==> src/rtl/dmem_arb_if.sv <==
// Bundle between the data-memory arbiter, its two requesters and the memory.
// slave = arbiter side, master = requesters plus memory side.
interface dmem_arb_if #(
  parameter int DATA_W = 32,
  parameter int ADDR_W = 32
);
  logic              req0;
  logic              req1;
  logic              we0;
  logic              we1;
  logic [ADDR_W-1:0] addr0;
  logic [ADDR_W-1:0] addr1;
  logic [DATA_W-1:0] wdata0;
  logic [DATA_W-1:0] wdata1;
  logic              gnt0;
  logic              gnt1;
  logic              rvalid0;
  logic              rvalid1;
  logic [DATA_W-1:0] rdata0;
  logic [DATA_W-1:0] rdata1;
  logic              err0;
  logic              err1;
  logic              busy;
  logic              mem_we;
  logic              mem_re;
  logic [ADDR_W-1:0] mem_addr;
  logic [DATA_W-1:0] mem_wdata;
  logic [DATA_W-1:0] mem_rdata;

  modport slave (
    input  req0, req1, we0, we1,
    input  addr0, addr1, wdata0, wdata1,
    input  mem_rdata,
    output gnt0, gnt1, rvalid0, rvalid1,
    output rdata0, rdata1, err0, err1, busy,
    output mem_we, mem_re, mem_addr, mem_wdata
  );

  modport master (
    output req0, req1, we0, we1,
    output addr0, addr1, wdata0, wdata1,
    output mem_rdata,
    input  gnt0, gnt1, rvalid0, rvalid1,
    input  rdata0, rdata1, err0, err1, busy,
    input  mem_we, mem_re, mem_addr, mem_wdata
  );
endinterface

==> src/rtl/dmem_arbiter.sv <==
// Round-robin arbiter/sequencer sharing one data memory between port 0
// (CPU) and port 1 (DMA). Ports: clk, rst (async active-low), bus (slave).
// Optional DMEM_ARB_PERF_CNT_EN adds gnt_cnt0/gnt_cnt1/conflict_cnt.
module dmem_arbiter #(
  parameter int DATA_W = 32,
  parameter int ADDR_W = 32,
  parameter int DEPTH  = 32,
  parameter int RD_LAT = 1
) (
  input  logic        clk,
  input  logic        rst,
  dmem_arb_if.slave   bus
`ifdef DMEM_ARB_PERF_CNT_EN
  ,
  output logic [15:0] gnt_cnt0,
  output logic [15:0] gnt_cnt1,
  output logic [15:0] conflict_cnt
`endif
);

  typedef enum logic [1:0] {
    IDLE,
    ACCESS,
    RD_WAIT,
    ERR
  } state_t;

  localparam logic [ADDR_W:0] DEPTH_L =
    (ADDR_W+1)'(DEPTH);
  localparam logic [2:0] LAST_CNT =
    3'(RD_LAT - 1);

  state_t            state_q, state_d;
  logic              last_q, last_d;
  logic              port_q, port_d;
  logic              we_q, we_d;
  logic [2:0]        cnt_q, cnt_d;
  logic              gnt0_q, gnt0_d;
  logic              gnt1_q, gnt1_d;
  logic              err0_q, err0_d;
  logic              err1_q, err1_d;
  logic              mwe_q, mwe_d;
  logic              mre_q, mre_d;
  logic [ADDR_W-1:0] maddr_q, maddr_d;
  logic [DATA_W-1:0] mwdata_q, mwdata_d;
  logic              pend0_q, pend0_d;
  logic              pend1_q, pend1_d;
  logic [DATA_W-1:0] cap_q, cap_d;
  logic              rv0_q, rv0_d;
  logic              rv1_q, rv1_d;
  logic [DATA_W-1:0] rd0_q, rd0_d;
  logic [DATA_W-1:0] rd1_q, rd1_d;

  logic              sel_v;
  logic              sel_p;
  logic              sel_we;
  logic [ADDR_W-1:0] sel_addr;
  logic [DATA_W-1:0] sel_wdata;
  logic              sel_oor;

  always_comb begin
    state_d  = state_q;
    last_d   = last_q;
    port_d   = port_q;
    we_d     = we_q;
    cnt_d    = cnt_q;
    gnt0_d   = 1'b0;
    gnt1_d   = 1'b0;
    err0_d   = 1'b0;
    err1_d   = 1'b0;
    mwe_d    = 1'b0;
    mre_d    = 1'b0;
    maddr_d  = maddr_q;
    mwdata_d = mwdata_q;
    pend0_d  = 1'b0;
    pend1_d  = 1'b0;
    cap_d    = cap_q;
    rd0_d    = rd0_q;
    rd1_d    = rd1_q;
    sel_v    = 1'b0;
    sel_p    = 1'b0;
    sel_we   = 1'b0;
    sel_addr = '0;
    sel_wdata = '0;
    sel_oor  = 1'b0;

    // Captured load data is presented one cycle after the capture
    // edge, so it may overlap the next access's gnt.
    rv0_d = pend0_q;
    rv1_d = pend1_q;
    if (pend0_q) rd0_d = cap_q;
    if (pend1_q) rd1_d = cap_q;

    unique case (state_q)
      IDLE: begin
        sel_v = bus.req0 | bus.req1;
        unique case (1'b1)
          bus.req0 && bus.req1: sel_p = ~last_q;
          !bus.req0 && bus.req1: sel_p = 1'b1;
          default:               sel_p = 1'b0;
        endcase
        sel_we    = sel_p ? bus.we1    : bus.we0;
        sel_addr  = sel_p ? bus.addr1  : bus.addr0;
        sel_wdata = sel_p ? bus.wdata1 : bus.wdata0;
        sel_oor   = {1'b0, sel_addr} >= DEPTH_L;
        if (sel_v) begin
          last_d = sel_p;
          port_d = sel_p;
          we_d   = sel_we;
          gnt0_d = ~sel_p;
          gnt1_d = sel_p;
          if (sel_oor) begin
            // ERR covers the gnt cycle so the still-held
            // req is not sampled a second time.
            err0_d  = ~sel_p;
            err1_d  = sel_p;
            state_d = ERR;
          end else begin
            maddr_d  = sel_addr;
            mwdata_d = sel_wdata;
            mwe_d    = sel_we;
            mre_d    = ~sel_we;
            state_d  = ACCESS;
          end
        end
      end
      ACCESS: begin
        cnt_d   = '0;
        state_d = we_q ? IDLE : RD_WAIT;
      end
      RD_WAIT: begin
        if (cnt_q == LAST_CNT) begin
          cap_d   = bus.mem_rdata;
          pend0_d = ~port_q;
          pend1_d = port_q;
          state_d = IDLE;
        end else begin
          cnt_d = cnt_q + 3'd1;
        end
      end
      ERR: begin
        state_d = IDLE;
      end
      default: begin
        state_d = IDLE;
      end
    endcase
  end

  always_ff @(posedge clk or negedge rst) begin
    if (!rst) begin
      state_q  <= IDLE;
      last_q   <= 1'b1;
      port_q   <= 1'b0;
      we_q     <= 1'b0;
      cnt_q    <= '0;
      gnt0_q   <= 1'b0;
      gnt1_q   <= 1'b0;
      err0_q   <= 1'b0;
      err1_q   <= 1'b0;
      mwe_q    <= 1'b0;
      mre_q    <= 1'b0;
      maddr_q  <= '0;
      mwdata_q <= '0;
      pend0_q  <= 1'b0;
      pend1_q  <= 1'b0;
      cap_q    <= '0;
      rv0_q    <= 1'b0;
      rv1_q    <= 1'b0;
      rd0_q    <= '0;
      rd1_q    <= '0;
    end else begin
      state_q  <= state_d;
      last_q   <= last_d;
      port_q   <= port_d;
      we_q     <= we_d;
      cnt_q    <= cnt_d;
      gnt0_q   <= gnt0_d;
      gnt1_q   <= gnt1_d;
      err0_q   <= err0_d;
      err1_q   <= err1_d;
      mwe_q    <= mwe_d;
      mre_q    <= mre_d;
      maddr_q  <= maddr_d;
      mwdata_q <= mwdata_d;
      pend0_q  <= pend0_d;
      pend1_q  <= pend1_d;
      cap_q    <= cap_d;
      rv0_q    <= rv0_d;
      rv1_q    <= rv1_d;
      rd0_q    <= rd0_d;
      rd1_q    <= rd1_d;
    end
  end

  assign bus.gnt0      = gnt0_q;
  assign bus.gnt1      = gnt1_q;
  assign bus.err0      = err0_q;
  assign bus.err1      = err1_q;
  assign bus.rvalid0   = rv0_q;
  assign bus.rvalid1   = rv1_q;
  assign bus.rdata0    = rd0_q;
  assign bus.rdata1    = rd1_q;
  assign bus.busy      = state_q != IDLE;
  assign bus.mem_we    = mwe_q;
  assign bus.mem_re    = mre_q;
  assign bus.mem_addr  = maddr_q;
  assign bus.mem_wdata = mwdata_q;

`ifdef DMEM_ARB_PERF_CNT_EN
  logic [15:0] gc0_q;
  logic [15:0] gc1_q;
  logic [15:0] cf_q;
  logic        cf_hit;

  assign cf_hit = (state_q == IDLE)
                & bus.req0 & bus.req1;

  always_ff @(posedge clk or negedge rst) begin
    if (!rst) begin
      gc0_q <= '0;
      gc1_q <= '0;
      cf_q  <= '0;
    end else begin
      if (sel_v && !sel_p && gc0_q != 16'hFFFF)
        gc0_q <= gc0_q + 16'd1;
      if (sel_v && sel_p && gc1_q != 16'hFFFF)
        gc1_q <= gc1_q + 16'd1;
      if (cf_hit && cf_q != 16'hFFFF)
        cf_q <= cf_q + 16'd1;
    end
  end

  assign gnt_cnt0     = gc0_q;
  assign gnt_cnt1     = gc1_q;
  assign conflict_cnt = cf_q;
`else
  // Counters are absent in this build.
`endif

endmodule

==> src/flat_wrapper.sv <==
// flat-port wrapper written by rule: the top's interface ports become plain ports
module dmem_arbiter_flat 
#(
  parameter int DATA_W = 32,
  parameter int ADDR_W = 32,
  parameter int DEPTH  = 32,
  parameter int RD_LAT = 1
)
  (clk, rst, bus_req0, bus_req1, bus_we0, bus_we1, bus_addr0, bus_addr1, bus_wdata0, bus_wdata1, bus_mem_rdata, bus_gnt0, bus_gnt1, bus_rvalid0, bus_rvalid1, bus_rdata0, bus_rdata1, bus_err0, bus_err1, bus_busy, bus_mem_we, bus_mem_re, bus_mem_addr, bus_mem_wdata);
  dmem_arb_if #(.DATA_W(DATA_W), .ADDR_W(ADDR_W)) bus_i ();
  input  logic clk;
  input  logic rst;
  input wire logic [$bits(bus_i.req0)-1:0] bus_req0;
  input wire logic [$bits(bus_i.req1)-1:0] bus_req1;
  input wire logic [$bits(bus_i.we0)-1:0] bus_we0;
  input wire logic [$bits(bus_i.we1)-1:0] bus_we1;
  input wire logic [$bits(bus_i.addr0)-1:0] bus_addr0;
  input wire logic [$bits(bus_i.addr1)-1:0] bus_addr1;
  input wire logic [$bits(bus_i.wdata0)-1:0] bus_wdata0;
  input wire logic [$bits(bus_i.wdata1)-1:0] bus_wdata1;
  input wire logic [$bits(bus_i.mem_rdata)-1:0] bus_mem_rdata;
  output wire logic [$bits(bus_i.gnt0)-1:0] bus_gnt0;
  output wire logic [$bits(bus_i.gnt1)-1:0] bus_gnt1;
  output wire logic [$bits(bus_i.rvalid0)-1:0] bus_rvalid0;
  output wire logic [$bits(bus_i.rvalid1)-1:0] bus_rvalid1;
  output wire logic [$bits(bus_i.rdata0)-1:0] bus_rdata0;
  output wire logic [$bits(bus_i.rdata1)-1:0] bus_rdata1;
  output wire logic [$bits(bus_i.err0)-1:0] bus_err0;
  output wire logic [$bits(bus_i.err1)-1:0] bus_err1;
  output wire logic [$bits(bus_i.busy)-1:0] bus_busy;
  output wire logic [$bits(bus_i.mem_we)-1:0] bus_mem_we;
  output wire logic [$bits(bus_i.mem_re)-1:0] bus_mem_re;
  output wire logic [$bits(bus_i.mem_addr)-1:0] bus_mem_addr;
  output wire logic [$bits(bus_i.mem_wdata)-1:0] bus_mem_wdata;
  assign bus_i.req0 = bus_req0;
  assign bus_i.req1 = bus_req1;
  assign bus_i.we0 = bus_we0;
  assign bus_i.we1 = bus_we1;
  assign bus_i.addr0 = bus_addr0;
  assign bus_i.addr1 = bus_addr1;
  assign bus_i.wdata0 = bus_wdata0;
  assign bus_i.wdata1 = bus_wdata1;
  assign bus_i.mem_rdata = bus_mem_rdata;
  assign bus_gnt0 = bus_i.gnt0;
  assign bus_gnt1 = bus_i.gnt1;
  assign bus_rvalid0 = bus_i.rvalid0;
  assign bus_rvalid1 = bus_i.rvalid1;
  assign bus_rdata0 = bus_i.rdata0;
  assign bus_rdata1 = bus_i.rdata1;
  assign bus_err0 = bus_i.err0;
  assign bus_err1 = bus_i.err1;
  assign bus_busy = bus_i.busy;
  assign bus_mem_we = bus_i.mem_we;
  assign bus_mem_re = bus_i.mem_re;
  assign bus_mem_addr = bus_i.mem_addr;
  assign bus_mem_wdata = bus_i.mem_wdata;
  dmem_arbiter #(.DATA_W(DATA_W), .ADDR_W(ADDR_W), .DEPTH(DEPTH), .RD_LAT(RD_LAT)) u_core (.clk(clk), .rst(rst), .bus(bus_i));
endmodule
==> config.mk <==
export PLATFORM = sky130hd
export DESIGN_NAME = dmem_arbiter_flat
export DESIGN_NICKNAME = d
export VERILOG_FILES = /design/src/rtl/dmem_arb_if.sv /design/src/rtl/dmem_arbiter.sv /design/src/flat_wrapper.sv
export SDC_FILE = /design/constraint.sdc
export NUM_CORES = 1
export LEC_CHECK = 0
export BUFFER_PORTS_ARGS = -buffer_cell sky130_fd_sc_hd__clkbuf_2
export CAP_MARGIN = 20
export CORE_MARGIN = 2
export CORE_UTILIZATION = 35
export DETAILED_ROUTE_END_ITERATION = 10
export PLACE_DENSITY_LB_ADDON = 0.12
export SETUP_SLACK_MARGIN = 0.2
export SKIP_CTS_REPAIR_TIMING = 1
export SYNTH_ARGS = -nofsm -noshare
export SYNTH_HDL_FRONTEND = slang
export SYNTH_SLANG_ARGS = --single-unit
==> constraint.sdc <==
create_clock -name clk -period 2.23 [get_ports clk]
set_input_delay 0.446 -clock clk [delete_from_list [all_inputs] [get_ports clk]]
set_output_delay 0.446 -clock clk [all_outputs]
set_load 0.05 [all_outputs]
# Word level (Yosys, flattened, before mapping)

Cells that the tools add are included.

Register bits: 178
Bits of input ports: 166
Output and inout port bits: 137
Logic and storage cells: 78

Add/subtract/negate cells: 1
Magnitude comparators: 1
Eq/ne operators: 6
Multiplexer cells: 32
Bitwise logic cells: 6
Reduce and logical (&&, ||, !) cells: 12

Operators with widths:

| operator              | number |
|---|---|
| $mux W32              | 2 |
| $ge A32 B6 Y1 const B | 1 |
| $mux W1               | 22 |
| $mux W2               | 4 |
| $pmux W2 S4           | 1 |
| $reduce_and A2 Y1     | 4 |
| $pmux W3 S2           | 1 |
| $not A1 Y1            | 5 |
| $eq A2 B2 Y1 const B  | 2 |
| $ne A2 B1 Y1 const B  | 2 |
| $reduce_bool A2 Y1    | 2 |
| $add A3 B1 Y3 const B | 1 |
| $logic_not A3 Y1      | 1 |
| $mux W3               | 1 |
| $reduce_and A3 Y1     | 1 |
| $eq A2 B1 Y1 const B  | 1 |
| $logic_and A1 B1 Y1   | 2 |
| $logic_not A2 Y1      | 1 |
| $ne A2 B2 Y1 const B  | 1 |
| $pmux W1 S2           | 1 |
| $logic_not A1 Y1      | 1 |
| $or A1 B1 Y1          | 1 |

# Longest topological paths before layout

Gate-level depths: netlist (run 1).

Depth in word-level cells: 9
Gate-level depth with buffers: 6
Mapped depth without buffers: 6

# Least setup slack after synthesis (run 1)

No wires, ideal clock.

Path type: reg-to-reg
From: reg u_core.last_q
To: reg u_core.maddr_q[0], in the netlist u_core.bus.mem_addr[0]
Setup time: 125 ps
Arrival: 1,862 ps
Data required time: 2,105 ps
Path slack: 243 ps
Cell stages (with the launch flop): 7
Buffers on the path: 1
Period minus slack after synthesis: 1,987 ps
Path through: dfstp_2 a21boi_4 or4_1 o21ai_2 nand3_4 buf_6 mux2_4

Longest elaborated chain between the ends: 7

RTL lines:

| item                        | RTL line            | RTL |
|---|---|---|
| from (decl)                 | dmem_arbiter.sv:34  | `logic last_q, last_d;` |
| from (signal assigned)      | dmem_arbiter.sv:174 | `last_q <= last_d;` |
| $not A1 Y1 *                | dmem_arbiter.sv:98  | `bus.req0 && bus.req1: sel_p = ~last_q;` |
| $pmux W1 S2 *               | dmem_arbiter.sv:97  | `unique case (1'b1)` |
| $mux W1 *                   | dmem_arbiter.sv:94  | `unique case (state_q)` |
| $mux W32 *                  | dmem_arbiter.sv:103 | `sel_addr = sel_p ? bus.addr1 : bus.addr0;` |
| $ge A32 B6 Y1               | dmem_arbiter.sv:105 | `sel_oor = {1'b0, sel_addr} >= DEPTH_L;` |
| $not A1 Y1 (no line)        | n/a                 |  |
| $reduce_and A3 Y1 (no line) | n/a                 |  |
| to (signal assigned)        | dmem_arbiter.sv:184 | `maddr_q <= maddr_d;` |
| to (decl)                   | dmem_arbiter.sv:44  | `logic [ADDR_W-1:0] maddr_q, maddr_d;` |

Mark *: on every way between the ends. The rest lies on a longest branch, timed or not. The select of a mux whose other input is x is not followed.
A chain may end at the register's enable or synchronous reset.

# Worst setup path after layout (run 1)

From: reg u_core.last_q
To: reg u_core.mwdata_q[7], in the netlist u_core.bus.mem_wdata[7]

Longest elaborated chain between the ends: 7
Elaborated cells between the ends (all ways): 8
Those cells by class: order compare (1); mux (4); bitwise (2); reduce/logical (1)

RTL lines:

| item                        | RTL line            | RTL |
|---|---|---|
| $not A1 Y1 *                | dmem_arbiter.sv:98  |  |
| $pmux W1 S2 *               | dmem_arbiter.sv:97  |  |
| $mux W1 *                   | dmem_arbiter.sv:94  |  |
| $mux W32                    | dmem_arbiter.sv:103 |  |
| $ge A32 B6 Y1               | dmem_arbiter.sv:105 |  |
| $not A1 Y1 (no line)        | n/a                 |  |
| $reduce_and A3 Y1 (no line) | n/a                 |  |
| to (signal assigned)        | dmem_arbiter.sv:185 | `mwdata_q <= mwdata_d;` |
| to (decl)                   | dmem_arbiter.sv:45  | `logic [DATA_W-1:0] mwdata_q, mwdata_d;` |

Marks and branches as above.

==> impl_metrics.yaml, run 1 <==
outcome:
  status: "finished, final reports clean"
worst_setup_path:
  cp_slowest_cell: "dfstp_2"
  cp.depth: 6
  cp.required_ps: 2530
  r2r_slack_ps: 200
  reg2reg_depth: 6
  arrival_ps: 2330
  crit_buf_inv: 1
  end_kind: "flip-flop"
  crit_fanout: 18
  cp-start-kind: "flip-flop"
  cp_slowest_stage_delay_ps: 560
  path_class: "flip-flop to flip-flop"
  crit_chain: "a21boi_4 -> or4_4 -> o21ai_4 -> nand3_4 -> buf_12 -> mux2_4"
  path_delay_family: "simple AND/OR/NAND/NOR gates"
yosys:
  synth_area_leaders: "dfrtp_1, mux2_2, mux2_4, and2_1, nor4_1"
  ys_seq_elements: 178
  yosys.cell_types.count: 35
  mappedNetlistArea_mm2: 0.007199
  yosys_warnings: 0
  postSynthCellCount: 462
  ys_dominant_reg_cell: "dfrtp_1"
  async_flop_share_pct: 100.0
  synth-edff-count: 0
  avgSynthCellArea_um2: 15.58
  yosysTopAreaCell: "dfrtp_1"
  postSynthNetCount: 630
  yosysSeqAreaShare_pct: 61.89
  synth_top_area_share_pct: 61.52
layout:
  nets: 950
  final.fill_count: 1814
  seqCellArea_mm2: 0.004456
  syn2layout_area_growth_pct: 36.31
  multi_input_area_mm2: 0.002619
  drive_gt1_share_pct: 66.50
  antenna_cells: 0
  instances_no_fill: 1064
  finalInstanceArea_mm2: 0.009813
place:
  pre_cts_ws_ps: 83.62
  place_area_mm2: 0.009140
  io_buffers: 302
  placed_cells: 1028
  place.gp.congestion: 0.8507
  hpwl_mm: 14.44
global_route:
  grtUsageTotal_pct: 18.19
  grt_pass1_wl_mm: 30.44
  grtUsageMet3_pct: 5.926
  antenna_found_initial: 0
  grt_overflow: 0
  gr-usage-met1_pct: 20.39
  grt_pass1_vias: 5475
  grt.busiest_layer: "met2"
  grt_max_degree: 58
  use_met2_pct: 33.29
pwr:
  p_per_area_mw_per_mm2: 1354
  power_leakage_nw: 5.051
  irDropWorstVdd_mv: 0.5076
floorplanning:
  initial_core_util_pct: 35.58
  ios: 303
  num_rows: 52
  fp.dieArea_mm2: 0.02173
  core_area_mm2: 0.02023
  fp.dieH_um: 147.4
  die_w_um: 147.4
timing:
  drv_slew: 0
  fin_setup_tns_ps: 0
  slew_headroom_pct: 66.04
  hold_viol: 0
  holdWs_ps: 257.3
  rsz0062_at_grt: "true"
  fin_ws_ps: 198.7
  setup_viol: 0
  min_period_ps: 2031
  max_freq_mhz: 492.3
  skew_ps: 11.37
  worst_pin_slew_ps: 509.3
  period_share_pct: 91.09
detailed_routing:
  avgViaCountPerCell: 4.679
  ant_nets: 0
  firstDrtPassIters: 4
  drc: 0
  post_drt_wl_per_cell_um: 18.13
  drt_iter0_markers: 125
  vias: 4978
  finalWirelength_mm: 19.29
clocking:
  ctsLongestPathBuffers: 2
  root_buffer: "clkbuf_16"
  cts_made_buffers: 17
  tritoncts: "done"
  htree_levels: 4
  insertion_delay_ps: 420
  cts.sinks: 178
  clkSlewWorstSetupHoldPaths_ps: 70
min_path:
  hold_path_class: "input pin to flip-flop"
  hold_depth: 2
flow_run:
  maxCapViolCount: 0
-- layout make-up --
| class | count | share of cell area [%] |
|---|---|---|
| clock buffer | 18 | 4.373 |
| timing repair buffer | 323 | 18.30 |
| multi-input combinational | 255 | 26.69 |
| inverter | 7 | 0.2678 |
| sequential | 178 | 45.40 |
| tap | 270 | 3.443 |
| clock inverter | 13 | 1.530 |
-- cells in the final DEF, fill, tap and decap left out, types with 2 or more instances in the layout --
cell type	instances
a21o_1	2
and2_1	30
buf_12	6
buf_4	11
bufinv_16	2
clkbuf_16	19
clkbuf_2	301
clkinvlp_4	4
dfrtp_1	177
ha_1	2
inv_1	7
inv_6	4
mux2_2	137
mux2_4	33
mux2i_1	2
nand2_1	3
nand3_1	3
nand4_1	3
nor2_1	4
nor2b_1	4
nor3_1	2
nor4_1	12
o21ai_0	4
-- kinds of logic (layout without fill, tap and decap cells) --
| kind of cell | count (synthesis) | in the layout | synth area share, % |
|---|---|---|---|
| compound gates | 16 | 16 | 1.616 |
| fa+ha+maj | 2 | 2 | 0.3475 |
| buf+inv | 29 | 361 | 1.981 |
| flops | 178 | 178 | 61.89 |
| mux | 172 | 172 | 28.59 |
| simple gates | 65 | 65 | 5.579 |
-- per-layer routing --
metal | wire, um | vias up | part of all wire [%]
met3 | 1374 | 15 | 7.1
met4 | 216 | 0 | 1.1
li1 | - | 2271 | -
met1 | 7408 | 2490 | 38
met2 | 10290 | 202 | 53
met5 | 0 | - | 0
-- power breakdown --
group,leakage [nW],total (mW),switching (mW),internal [mW]
registers,2.25,4.85,0.590,4.26
clock network,0.272,2.97,1.31,1.67
logic,2.52,5.47,3.57,1.90
total,5.05,13.3,5.46,7.83
-- synth_stat cells, types with 3 or more instances --
master / instances
nor2b_1: 4
nand2_1: 3
nand3_1: 3
o21ai_0: 4
dfrtp_1: 177
and2_1: 30
inv_1: 7
nor4_1: 12
clkbuf_1: 7
mux2_2: 137
nor2_1: 4
buf_6: 4
mux2_4: 33
buf_2: 3
nand4_1: 3
buf_1: 8
-- per-stage QoR --
step	power (mW)	util (%)
final	13.29	48.50
after global placement	10.29	45.17
after CTS	13.47	48.03
after floorplan	8.901	-
after global routing	13.99	48.50
after detailed placement	10.48	45.17
-- path summary, 6_finish.rpt --
path | from | end
min | bus_mem_rdata[5] | u_core.cap_q[5]$_DFFE_PN0P_
min reg2reg | u_core.port_q$_DFFE_PN0P_ | u_core.pend0_q$_DFF_PN0_
max | u_core.last_q$_DFFE_PN1P_ | u_core.bus.mem_wdata[7]$_DFFE_PN0P_
max in group asynchronous | rst | u_core.bus.rdata0[11]$_DFFE_PN0P_
max reg2reg | u_core.last_q$_DFFE_PN1P_ | u_core.bus.mem_wdata[7]$_DFFE_PN0P_
min in group asynchronous | rst | u_core.bus.rdata0[8]$_DFFE_PN0P_
-- worst reg2reg max path, stage by stage (launching register included) --
cell and delay (ps):
dfstp_2 560, a21boi_4 90, or4_4 440, o21ai_4 170
nand3_4 150, buf_12 200, mux2_4 310
-- flip-flops by register name, summed over array words and instances, names as in the netlist, 2 cells and up --
name / cells
u_core.bus.rdata0: 32
u_core.bus.rdata1: 32
u_core.cap_q: 32
u_core.bus.mem_addr: 32
u_core.cnt_q: 3
u_core.state_q: 2
u_core.bus.mem_wdata: 32
(Power assumes the default switching activity.)
==> inputs of run 2 (changes only) <==
Settings changed: MAX_ROUTING_LAYER set to met4.
==> impl_metrics.yaml, run 2 (synthesis results as in run 1) <==
outcome:
  status: "finished, final reports clean"
global_route:
  grtUsageTotal_pct: 18.77
  antenna_found_initial: 0
  grt_pass1_vias: 5494
  grt_overflow: 0
  grt_max_degree: 58
  grt_pass1_wl_mm: 30.39
flow_run:
  maxCapViolCount: 0
clocking:
  insertion_delay_ps: 420
  clkSlewWorstSetupHoldPaths_ps: 70
  cts.sinks: 178
  root_buffer: "clkbuf_16"
  tritoncts: "done"
  ctsLongestPathBuffers: 2
  cts_made_buffers: 17
  htree_levels: 4
floorplanning:
  num_rows: 52
  fp.dieH_um: 147.4
  initial_core_util_pct: 35.58
  core_area_mm2: 0.02023
  ios: 303
  fp.dieArea_mm2: 0.02173
  die_w_um: 147.4
detailed_routing:
  vias: 4964
  firstDrtPassIters: 4
  drt_iter0_markers: 158
  finalWirelength_mm: 19.25
  drc: 0
  avgViaCountPerCell: 4.665
  post_drt_wl_per_cell_um: 18.09
  ant_nets: 0
pwr:
  power_leakage_nw: 5.051
  p_per_area_mw_per_mm2: 1354
  irDropWorstVdd_mv: 0.5092
  total_power_mw: 13.28
layout:
  final_common_cell: "clkbuf_2"
  final.fill_count: 1814
  drive_gt1_share_pct: 66.50
  antenna_cells: 0
  final_cell_mix: "clkbuf_2, dfrtp_1, mux2_2"
  nets: 950
  syn2layout_area_growth_pct: 36.31
timing:
  rsz0062_at_grt: "true"
  hold_viol: 0
  max_freq_mhz: 492.2
  fin_ws_ps: 198.3
  period_share_pct: 91.11
  min_period_ps: 2032
  skew_ps: 9.783
  worst_pin_slew_ps: 511.1
  drv_slew: 0
  slew_headroom_pct: 65.93
  setup_viol: 0
  fin_setup_tns_ps: 0
worst_setup_path:
  cp.required_ps: 2530
  end_kind: "flip-flop"
  cp-start-kind: "flip-flop"
  path_class: "flip-flop to flip-flop"
  crit_fanout: 18
  arrival_ps: 2330
place:
  place.gp.congestion: 0.8642
  io_buffers: 302
  pre_cts_ws_ps: 83.62
  hpwl_mm: 14.44
min_path:
  hold_path_class: "input pin to flip-flop"
==> run 2: per-layer routing <==
layer	GRT usage, %	share of wire (%)	up-vias
met5	-	0	-
met4	4.952	1.1	0
met3	5.278	6.6	16
met2	33.08	53	202
met1	21.02	39	2477
li1	-	-	2269
==> run 2: critical path: stages, from the launching register on <==
cell      delay [ps]
dfstp_2          560
a21boi_4          90
or4_4            440
o21ai_4          170
nand3_4          140
buf_12           200
mux2_4           300
==> run 2: area by class of cell <==
type / count / area, um2 / area share (%)
clock inverters: 13 / 150.1 / 1.530
flip-flops and latches: 178 / 4456 / 45.40
well taps: 270 / 337.8 / 3.443
multi-input cells: 255 / 2619 / 26.69
inverters: 7 / 26.28 / 0.2678
clock buffers: 18 / 429.2 / 4.373
repair buffers: 323 / 1795 / 18.30
==> run 2: per-stage QoR <==
stage	area (um2)	cells	hold slack (ps)	utilization, %
after CTS	9719	1059	-41.60	48.03
final	9813	1064	256.0	48.50
after global routing	9813	1064	235.6	48.50
after detailed placement	9140	1028	415.4	45.17
after global placement	9140	1028	414.6	45.17
after floorplan	7199	462	150.4	-
==> run 2: path summary, 6_finish.rpt <==
| check | startpoint | end | slack (ps) | cells after the start |
|---|---|---|---|---|
| worst max-delay path | u_core.last_q$_DFFE_PN1P_ | u_core.bus.mem_wdata[3]$_DFFE_PN0P_ | 200 | 6 |
| worst min-delay path | bus_mem_rdata[26] | u_core.cap_q[26]$_DFFE_PN0P_ | 260 | 2 |
| worst max register to register | u_core.last_q$_DFFE_PN1P_ | u_core.bus.mem_wdata[3]$_DFFE_PN0P_ | 200 | 6 |
| worst min register to register | u_core.port_q$_DFFE_PN0P_ | u_core.pend0_q$_DFF_PN0_ | 440 | 1 |
| max in group asynchronous | rst | u_core.bus.rdata0[11]$_DFFE_PN0P_ | 990 | 3 |
| min in group asynchronous | rst | u_core.bus.rdata0[8]$_DFFE_PN0P_ | 520 | 2 |
==> run 2: power by group <==
part / leakage, nW / internal (mW) / switching (mW) / total [mW]
registers: 2.25 / 4.26 / 0.589 / 4.85
clock network: 0.272 / 1.67 / 1.30 / 2.97
logic: 2.52 / 1.90 / 3.57 / 5.47
total: 5.05 / 7.82 / 5.46 / 13.3
==> inputs of run 3 (changes only) <==
Settings changed: PLACE_DENSITY_LB_ADDON 0.12 to unset.
==> impl_metrics.yaml, run 3 (synthesis results as in run 1) <==
pwr:
  pwr-share-clk_pct: 22.0
  total_power_mw: 13.29
  swShare_pct: 41.57
  seqPwrFrac_pct: 36.6
  p_per_area_mw_per_mm2: 1355
  p_sw_mw: 5.522
  irDropWorstVdd_mv: 0.4491
  power_leakage_nw: 5.044
  power_frac_comb_pct: 41.4
  p_int_mw: 7.763
layout:
  antenna_cells: 0
  drive_gt1_share_pct: 66.92
  final.fill_count: 1850
  final_util_pct: 48.45
  final_common_cell: "clkbuf_2"
  final_cell_mix: "clkbuf_2, dfrtp_1, mux2_2"
  finalInstanceArea_mm2: 0.009804
  syn2layout_area_growth_pct: 36.18
  nets: 953
worst_setup_path:
  rr_endpoint: "u_core.bus.mem_wdata[3]$_DFFE_PN0P_"
  crit_path_end: "u_core.bus.mem_wdata[3]$_DFFE_PN0P_"
  reg2reg_depth: 6
  worstSetupStartpoint: "u_core.last_q$_DFFE_PN1P_"
  end_kind: "flip-flop"
  arrival_ps: 2360
  rr_startpoint: "u_core.last_q$_DFFE_PN1P_"
  crit_fanout: 38
  r2r_slack_ps: 190
  cp-start-kind: "flip-flop"
  cp.required_ps: 2540
  path_class: "flip-flop to flip-flop"
global_route:
  grt_max_degree: 66
  grt_pass1_wl_mm: 28.52
  grt_overflow: 0
  antenna_found_initial: 0
  grt_pass1_vias: 5426
  grtUsageTotal_pct: 17.53
timing:
  holdWs_ps: -10.10
  drv_slew: 0
  worst_pin_slew_ps: 601.2
  min_period_ps: 2044
  period_share_pct: 91.64
  rsz0062_at_grt: "true"
  slew_headroom_pct: 59.92
  max_freq_mhz: 489.3
  fin_setup_tns_ps: 0
  skew_ps: 12.32
  hold_viol: 3
  setup_viol: 0
detailed_routing:
  drt_iter0_markers: 131
  ant_nets: 0
  post_drt_wl_per_cell_um: 17.31
  drc: 0
  firstDrtPassIters: 4
  finalWirelength_mm: 18.49
  vias: 4956
  avgViaCountPerCell: 4.640
clocking:
  clkSlewWorstSetupHoldPaths_ps: 70
  cts.sinks: 178
  tritoncts: "done"
  insertion_delay_ps: 430
  cts_made_buffers: 17
  htree_levels: 4
  ctsLongestPathBuffers: 2
  root_buffer: "clkbuf_16"
floorplanning:
  die_w_um: 147.4
  fp.dieH_um: 147.4
  core_area_mm2: 0.02023
  ios: 303
  fp.dieArea_mm2: 0.02173
  initial_core_util_pct: 35.58
  num_rows: 52
place:
  hpwl_mm: 13.91
  place.gp.congestion: 0.9082
  io_buffers: 302
  place_area_mm2: 0.009180
outcome:
  violations: "hold timing"
  status: "finished, violations left"
min_path:
  hold_path_class: "input pin to async pin"
flow_run:
  maxCapViolCount: 0
-- run 3: worst min-delay path by stage --
stage / start / to / slack (ps) / cells past startpoint
2_1_floorplan: rst / u_core.bus.err0$_DFF_PN0_ / 150 / 0
3_3_place_gp: u_core.port_q$_DFFE_PN0P_ / u_core.pend0_q$_DFF_PN0_ / 430 / 1
3_5_place_dp: u_core.port_q$_DFFE_PN0P_ / u_core.pend0_q$_DFF_PN0_ / 450 / 1
4_1_cts: rst / u_core.bus.rdata1[14]$_DFFE_PN0P_ / 6 / 1
5_1_grt: rst / u_core.bus.rdata1[15]$_DFFE_PN0P_ / 30 / 1
6_report: rst / u_core.bus.rdata1[14]$_DFFE_PN0P_ / -10 / 1
-- run 3: critical path, cell delays in order (launching register included) --
cell and delay [ps]:
dfstp_2 560, a21boi_4 100, or4_4 440, o21ai_4 170, nand3_4 130, buf_12 210, mux2_4 310
-- run 3: layout make-up --
class	count	area, um2	share of cell area, %
clock inverters	14	145.1	1.480
inverters	7	26.28	0.2680
clock buffers	18	439.2	4.479
repair buffers	326	1782	18.17
flip-flops and latches	178	4456	45.44
well taps	270	337.8	3.446
multi-input cells	255	2619	26.71
-- run 3: per-stage QoR --
| step | setup slack [ps] | instances | hold WS [ps] |
|---|---|---|---|
| finish | 186.4 | 1068 | -10.10 |
| global route | 119.5 | 1068 | 31.22 |
| CTS | 185.7 | 1067 | 6.297 |
| detailed placement | 21.41 | 1035 | 448.7 |
| global placement | 70.31 | 1035 | 429.1 |
| floorplan | 242.8 | 462 | 150.4 |
-- run 3: metal layers --
| metal | vias up | wire [um] | GRT usage (%) |
|---|---|---|---|
| met5 | - | 0 | - |
| met4 | 0 | 361 | 5.817 |
| met3 | 25 | 1155 | 4.784 |
| met2 | 199 | 9537 | 30.49 |
| met1 | 2456 | 7436 | 19.60 |
| li1 | 2276 | - | - |
-- run 3: power groups by stage --
stage / logic, mW / registers, mW / clock network, mW
finish: 5.50 / 4.86 / 2.93
global route: 5.78 / 5.00 / 3.15
CTS: 5.55 / 4.86 / 3.02
detailed placement: 5.54 / 4.93 / 0
global placement: 5.44 / 4.83 / 0
floorplan: 1.89 / 7.01 / 0
